[config.mk]
export PLATFORM = sky130hd
export DESIGN_NAME = quad_step_gen
export DESIGN_NICKNAME = d
export VERILOG_FILES = /design/src/rtl/quad_step_gen.sv
export SDC_FILE = /design/constraint.sdc
export NUM_CORES = 1
export LEC_CHECK = 0
export BUFFER_PORTS_ARGS = -buffer_cell sky130_fd_sc_hd__buf_4
export CAP_MARGIN = 10
export CORE_ASPECT_RATIO = 0.7
export CORE_UTILIZATION = 60
export CTS_CLUSTER_DIAMETER = 120
export CTS_CLUSTER_SIZE = 12
export DETAILED_ROUTE_END_ITERATION = 8
export PLACE_DENSITY = 0.92
export SLEW_MARGIN = 10
export SYNTH_ARGS = -nofsm -noshare
export SYNTH_HDL_FRONTEND = slang
export SYNTH_SLANG_ARGS = --single-unit
[constraint.sdc]
create_clock -name CLK -period 7.1 [get_ports CLK]
set_clock_uncertainty 0.1 [all_clocks]
set_input_delay 2.13 -clock CLK [delete_from_list [all_inputs] [get_ports CLK]]
set_output_delay 2.13 -clock CLK [all_outputs]
set_load 0.005 [all_outputs]
[src/rtl/quad_step_gen.sv]
// Quadrature A/B phase generator: turns a (direction, step count, period)
// command into a Gray-coded phase stream and tracks the dial position mod 2^CNT_W.
module quad_step_gen #(
  parameter int DIV_W = 8,
  parameter int CNT_W = 5
) (
  input  logic             CLK,
  input  logic             RST,
  input  logic             START,
  input  logic             DIR,
  input  logic [CNT_W-1:0] STEPS,
  input  logic [DIV_W-1:0] PERIOD,
  input  logic             POS_LD,
  input  logic [CNT_W-1:0] POS_IN,
  output logic             PH_A,
  output logic             PH_B,
  output logic             BUSY,
  output logic             DONE,
  output logic             STEP_STB,
  output logic [CNT_W-1:0] POS
);

  typedef enum logic {
    IDLE = 1'b0,
    RUN  = 1'b1
  } state_t;

  localparam logic [DIV_W-1:0] DIV_ONE = {{(DIV_W-1){1'b0}}, 1'b1};
  localparam logic [CNT_W-1:0] CNT_ONE = {{(CNT_W-1){1'b0}}, 1'b1};

  state_t           state, state_n;
  logic             dir_q, dir_n;
  logic [DIV_W-1:0] reload_q, reload_n;
  logic [DIV_W-1:0] div_q, div_n;
  logic [CNT_W-1:0] remain_q, remain_n;
  logic [1:0]       ph_q, ph_n;
  logic [CNT_W-1:0] pos_q, pos_n;
  logic             busy_q, busy_n;
  logic             done_q, done_n;
  logic             stb_q, stb_n;
  logic [1:0]       ph_step;

  // One Gray step of {A,B}: right walks 00->10->11->01, left walks it backwards.
  always_comb begin
    ph_step = ph_q;
    unique case ({dir_q, ph_q})
      3'b1_00: ph_step = 2'b10;
      3'b1_10: ph_step = 2'b11;
      3'b1_11: ph_step = 2'b01;
      3'b1_01: ph_step = 2'b00;
      3'b0_00: ph_step = 2'b01;
      3'b0_01: ph_step = 2'b11;
      3'b0_11: ph_step = 2'b10;
      3'b0_10: ph_step = 2'b00;
      default: ph_step = ph_q;
    endcase
  end

  always_comb begin
    state_n  = state;
    dir_n    = dir_q;
    reload_n = reload_q;
    div_n    = div_q;
    remain_n = remain_q;
    ph_n     = ph_q;
    pos_n    = pos_q;
    busy_n   = busy_q;
    done_n   = 1'b0;
    stb_n    = 1'b0;

    unique case (state)
      IDLE: begin
        if (POS_LD) begin
          pos_n = POS_IN;
        end
        if (START) begin
          dir_n    = DIR;
          remain_n = STEPS;
          // A zero period runs at one transition per clock, same as PERIOD=1.
          reload_n = (PERIOD == '0) ? '0 : PERIOD - DIV_ONE;
          div_n    = reload_n;
          busy_n   = 1'b1;
          state_n  = RUN;
        end
      end

      RUN: begin
        if (remain_q == '0) begin
          state_n = IDLE;
          busy_n  = 1'b0;
          done_n  = 1'b1;
        end else if (div_q != '0) begin
          div_n = div_q - DIV_ONE;
        end else begin
          ph_n     = ph_step;
          pos_n    = dir_q ? pos_q + CNT_ONE : pos_q - CNT_ONE;
          remain_n = remain_q - CNT_ONE;
          div_n    = reload_q;
          stb_n    = 1'b1;
          // The last transition finishes the command on the same edge.
          if (remain_q == CNT_ONE) begin
            state_n = IDLE;
            busy_n  = 1'b0;
            done_n  = 1'b1;
          end
        end
      end

      default: state_n = IDLE;
    endcase
  end

  always_ff @(posedge CLK) begin
    if (!RST) begin
      state    <= IDLE;
      dir_q    <= 1'b0;
      reload_q <= '0;
      div_q    <= '0;
      remain_q <= '0;
      ph_q     <= 2'b00;
      pos_q    <= '0;
      busy_q   <= 1'b0;
      done_q   <= 1'b0;
      stb_q    <= 1'b0;
    end else begin
      state    <= state_n;
      dir_q    <= dir_n;
      reload_q <= reload_n;
      div_q    <= div_n;
      remain_q <= remain_n;
      ph_q     <= ph_n;
      pos_q    <= pos_n;
      busy_q   <= busy_n;
      done_q   <= done_n;
      stb_q    <= stb_n;
    end
  end

  assign PH_A     = ph_q[1];
  assign PH_B     = ph_q[0];
  assign BUSY     = busy_q;
  assign DONE     = done_q;
  assign STEP_STB = stb_q;
  assign POS      = pos_q;

endmodule

==> out/results.ini <==
[clock_tree]
cts_tree=done
root_buffer=clkbuf_8
htree_levels=2
path_clk_slew_ns=0.06
cts_num_sinks=33
hold_buffers=0
cts_buffer_depth=2
cts.repair.resized=0
post_cts_buffers=0
cts-buffers-inserted=5
clock_latency_ns=0.29

[synth]
synth_flop_cell=dfxtp_1
yosysSeqAreaShare=0.3327
synth_area_um2=1986
yosysMostFrequentCell=dfxtp_1
yosysTopAreaCell=dfxtp_1
yosysWarnings=0
ys_types=54
synth_edf_count=0
netlist_top_cells_count=dfxtp_1, nor2_1, a21oi_1, o21ai_0, nand2_1
synthCells=250
synth_async_sr_flop_share=0
synth_fp_nets=283
synth_area_leaders=dfxtp_1, ha_1, nor2_1
yosys.area.top_type_share=0.3327
synth.avg_cell_area_um2=7.943
ys_ff_latch=33

[timing]
final_hold_viol_count=0
min_period_ns=3.589
setup_viol_count_final=0
setup_tns_ns=0
drv_slew=0
clock.fmax_mhz=278.6
period_share=0.5055
slew_headroom=0.3322
worst_pin_slew_ns=0.9970
rsz0062_at_grt=false

[floorplan]
die_area_um2=3547
die_width_um=70.76
core-area_um2=3148
fp-row-count=17
pin_count=33
die_y_um=50.13
floorplan.initialDensity=0.6308

[placed_design]
gp_congestion=0.9139
place_area_um2=2220
hpwl_um=3517
port_buffers=32

[global_route]
grt_max_degree=26
grt_antenna_before_repair=0
grt_pass1_vias=1755
overflow=0
grt_pass1_wl_um=8073
track_usage=0.3004

[worst_setup_path]
critPathRequiredTime_ns=7.14
critical_path_class=in2reg
reg2regPathDepth=7
crit_fanout=5
cp.arrival_ns=3.63
setup.worst_path.end_class=flop
crit_path_start_kind=primary input

[detailed_routing]
antenna_left=0
wl_um=5023
dr_total_vias=1970
post_drt_wl_per_cell_um=16.00
drc=2
viasPerCell=6.274
dr.pass1.iters=6
drt_iter0_markers=189

[pwr]
power_frac_seq=0.415
switching_share=0.3439
pwr-share-clk=0.266
p_per_area_nw_per_um2=238.8
vdd_ir_drop_max_mv=0.1667
p_int_w=0.0003612
leakage_nw=0.9426
p_switching_w=0.0001894
p_comb_frac=0.319

[layout]
drive_gt1_frac=0.1703
fin_nets=309
area_growth_pct=16.13
final_cell_area_um2=2306
n_fill_cell=244
diodes=0

[outcome]
status=finished with violations
violations=design-rule violations

[hold_path]
hold_depth=2
hold_class=reg2reg

[job]
max-cap-violations=0

## registers in the layout, summed over array words and instances, names as in the netlist
signal    flops
ph_q          2
STEP_STB      1
state         1
dir_q         1
BUSY          1
DONE          1
reload_q      8
remain_q      5
POS           5
div_q         8
## critical path, cell delays in order
cell and delay, ns:
buf_4 0.13, or4_1 0.57, nor4_1 0.29, mux2i_1 0.28, o32a_1 0.18, a21oi_1 0.06
## cell type report
class                           count  area [µm²]  area share
Clock buffer                        7       86.33     0.03744
Multi-Input combinational cell    191        1219      0.5285
Sequential cell                    33       660.6      0.2865
Timing Repair Buffer               33       247.7      0.1074
Inverter                           12       45.04     0.01953
Tap cell                           38       47.55     0.02062
## per-layer routing
metal  GRT usage  wire length (µm)  up-vias
met1      0.4018              2288      916
met5           0                 0        -
met4     0.08333                51        0
li1            -                 -      961
met2      0.4583              2221       86
met3      0.1084               462        7
## cell usage in the layout, fill, tap and decap left out, types with 6 or more instances in the layout
cell type / netlist / final
a21oi_1: 21 / 21
nor3_1: 13 / 13
nand2_1: 16 / 16
buf_4: 0 / 33
inv_1: 11 / 11
dfxtp_1: 33 / 33
xnor2_1: 7 / 7
ha_1: 9 / 9
nor2_1: 30 / 30
o21ai_0: 21 / 21
clkbuf_8: 0 / 6
## power by group through the flow
stage | clock network, W | logic (W) | registers (W)
floorplan | 0 | 0.000128 | 0.000226
global placement | 0 | 0.000167 | 0.000230
detailed placement | 0 | 0.000172 | 0.000231
CTS | 0.000148 | 0.000173 | 0.000227
global route | 0.000158 | 0.000196 | 0.000231
finish | 0.000147 | 0.000175 | 0.000229
## stage by stage
stage	power [W]	worst slack, ns	utilization	hold slack, ns	instances
after floorplan	0.0003539	3.516	-	0.3337	250
after global placement	0.0003969	3.276	0.7051	0.3443	307
after detailed placement	0.0004031	3.259	0.7051	0.3476	307
after CTS	0.0005485	3.545	0.7325	0.3563	314
after global routing	0.0005846	3.477	0.7325	0.3823	314
final	0.0005506	3.511	0.7325	0.3597	314
## kinds of logic after synthesis
family / Yosys count / synth area share
xor+xnor: 10 / 0.04411
flops: 33 / 0.3327
mux: 5 / 0.02584
compound gates: 77 / 0.2552
fa+ha+maj: 10 / 0.06679
buf+inv: 26 / 0.05355
simple gates: 89 / 0.2218
## path summary, 6_finish.rpt
| path | startpoint | end | slack [ns] |
|---|---|---|---|
| setup / recovery | PERIOD[4] | div_q[7]$_SDFFE_PN0P_ | 3.51 |
| hold / removal | reload_q[4]$_SDFFE_PN0P_ | reload_q[4]$_SDFFE_PN0P_ | 0.36 |
| setup reg to reg | div_q[0]$_SDFFE_PN0P_ | POS[0]$_SDFFE_PN0P_ | 4.45 |
| hold reg to reg | reload_q[4]$_SDFFE_PN0P_ | reload_q[4]$_SDFFE_PN0P_ | 0.36 |
(Power assumes the default switching activity.)
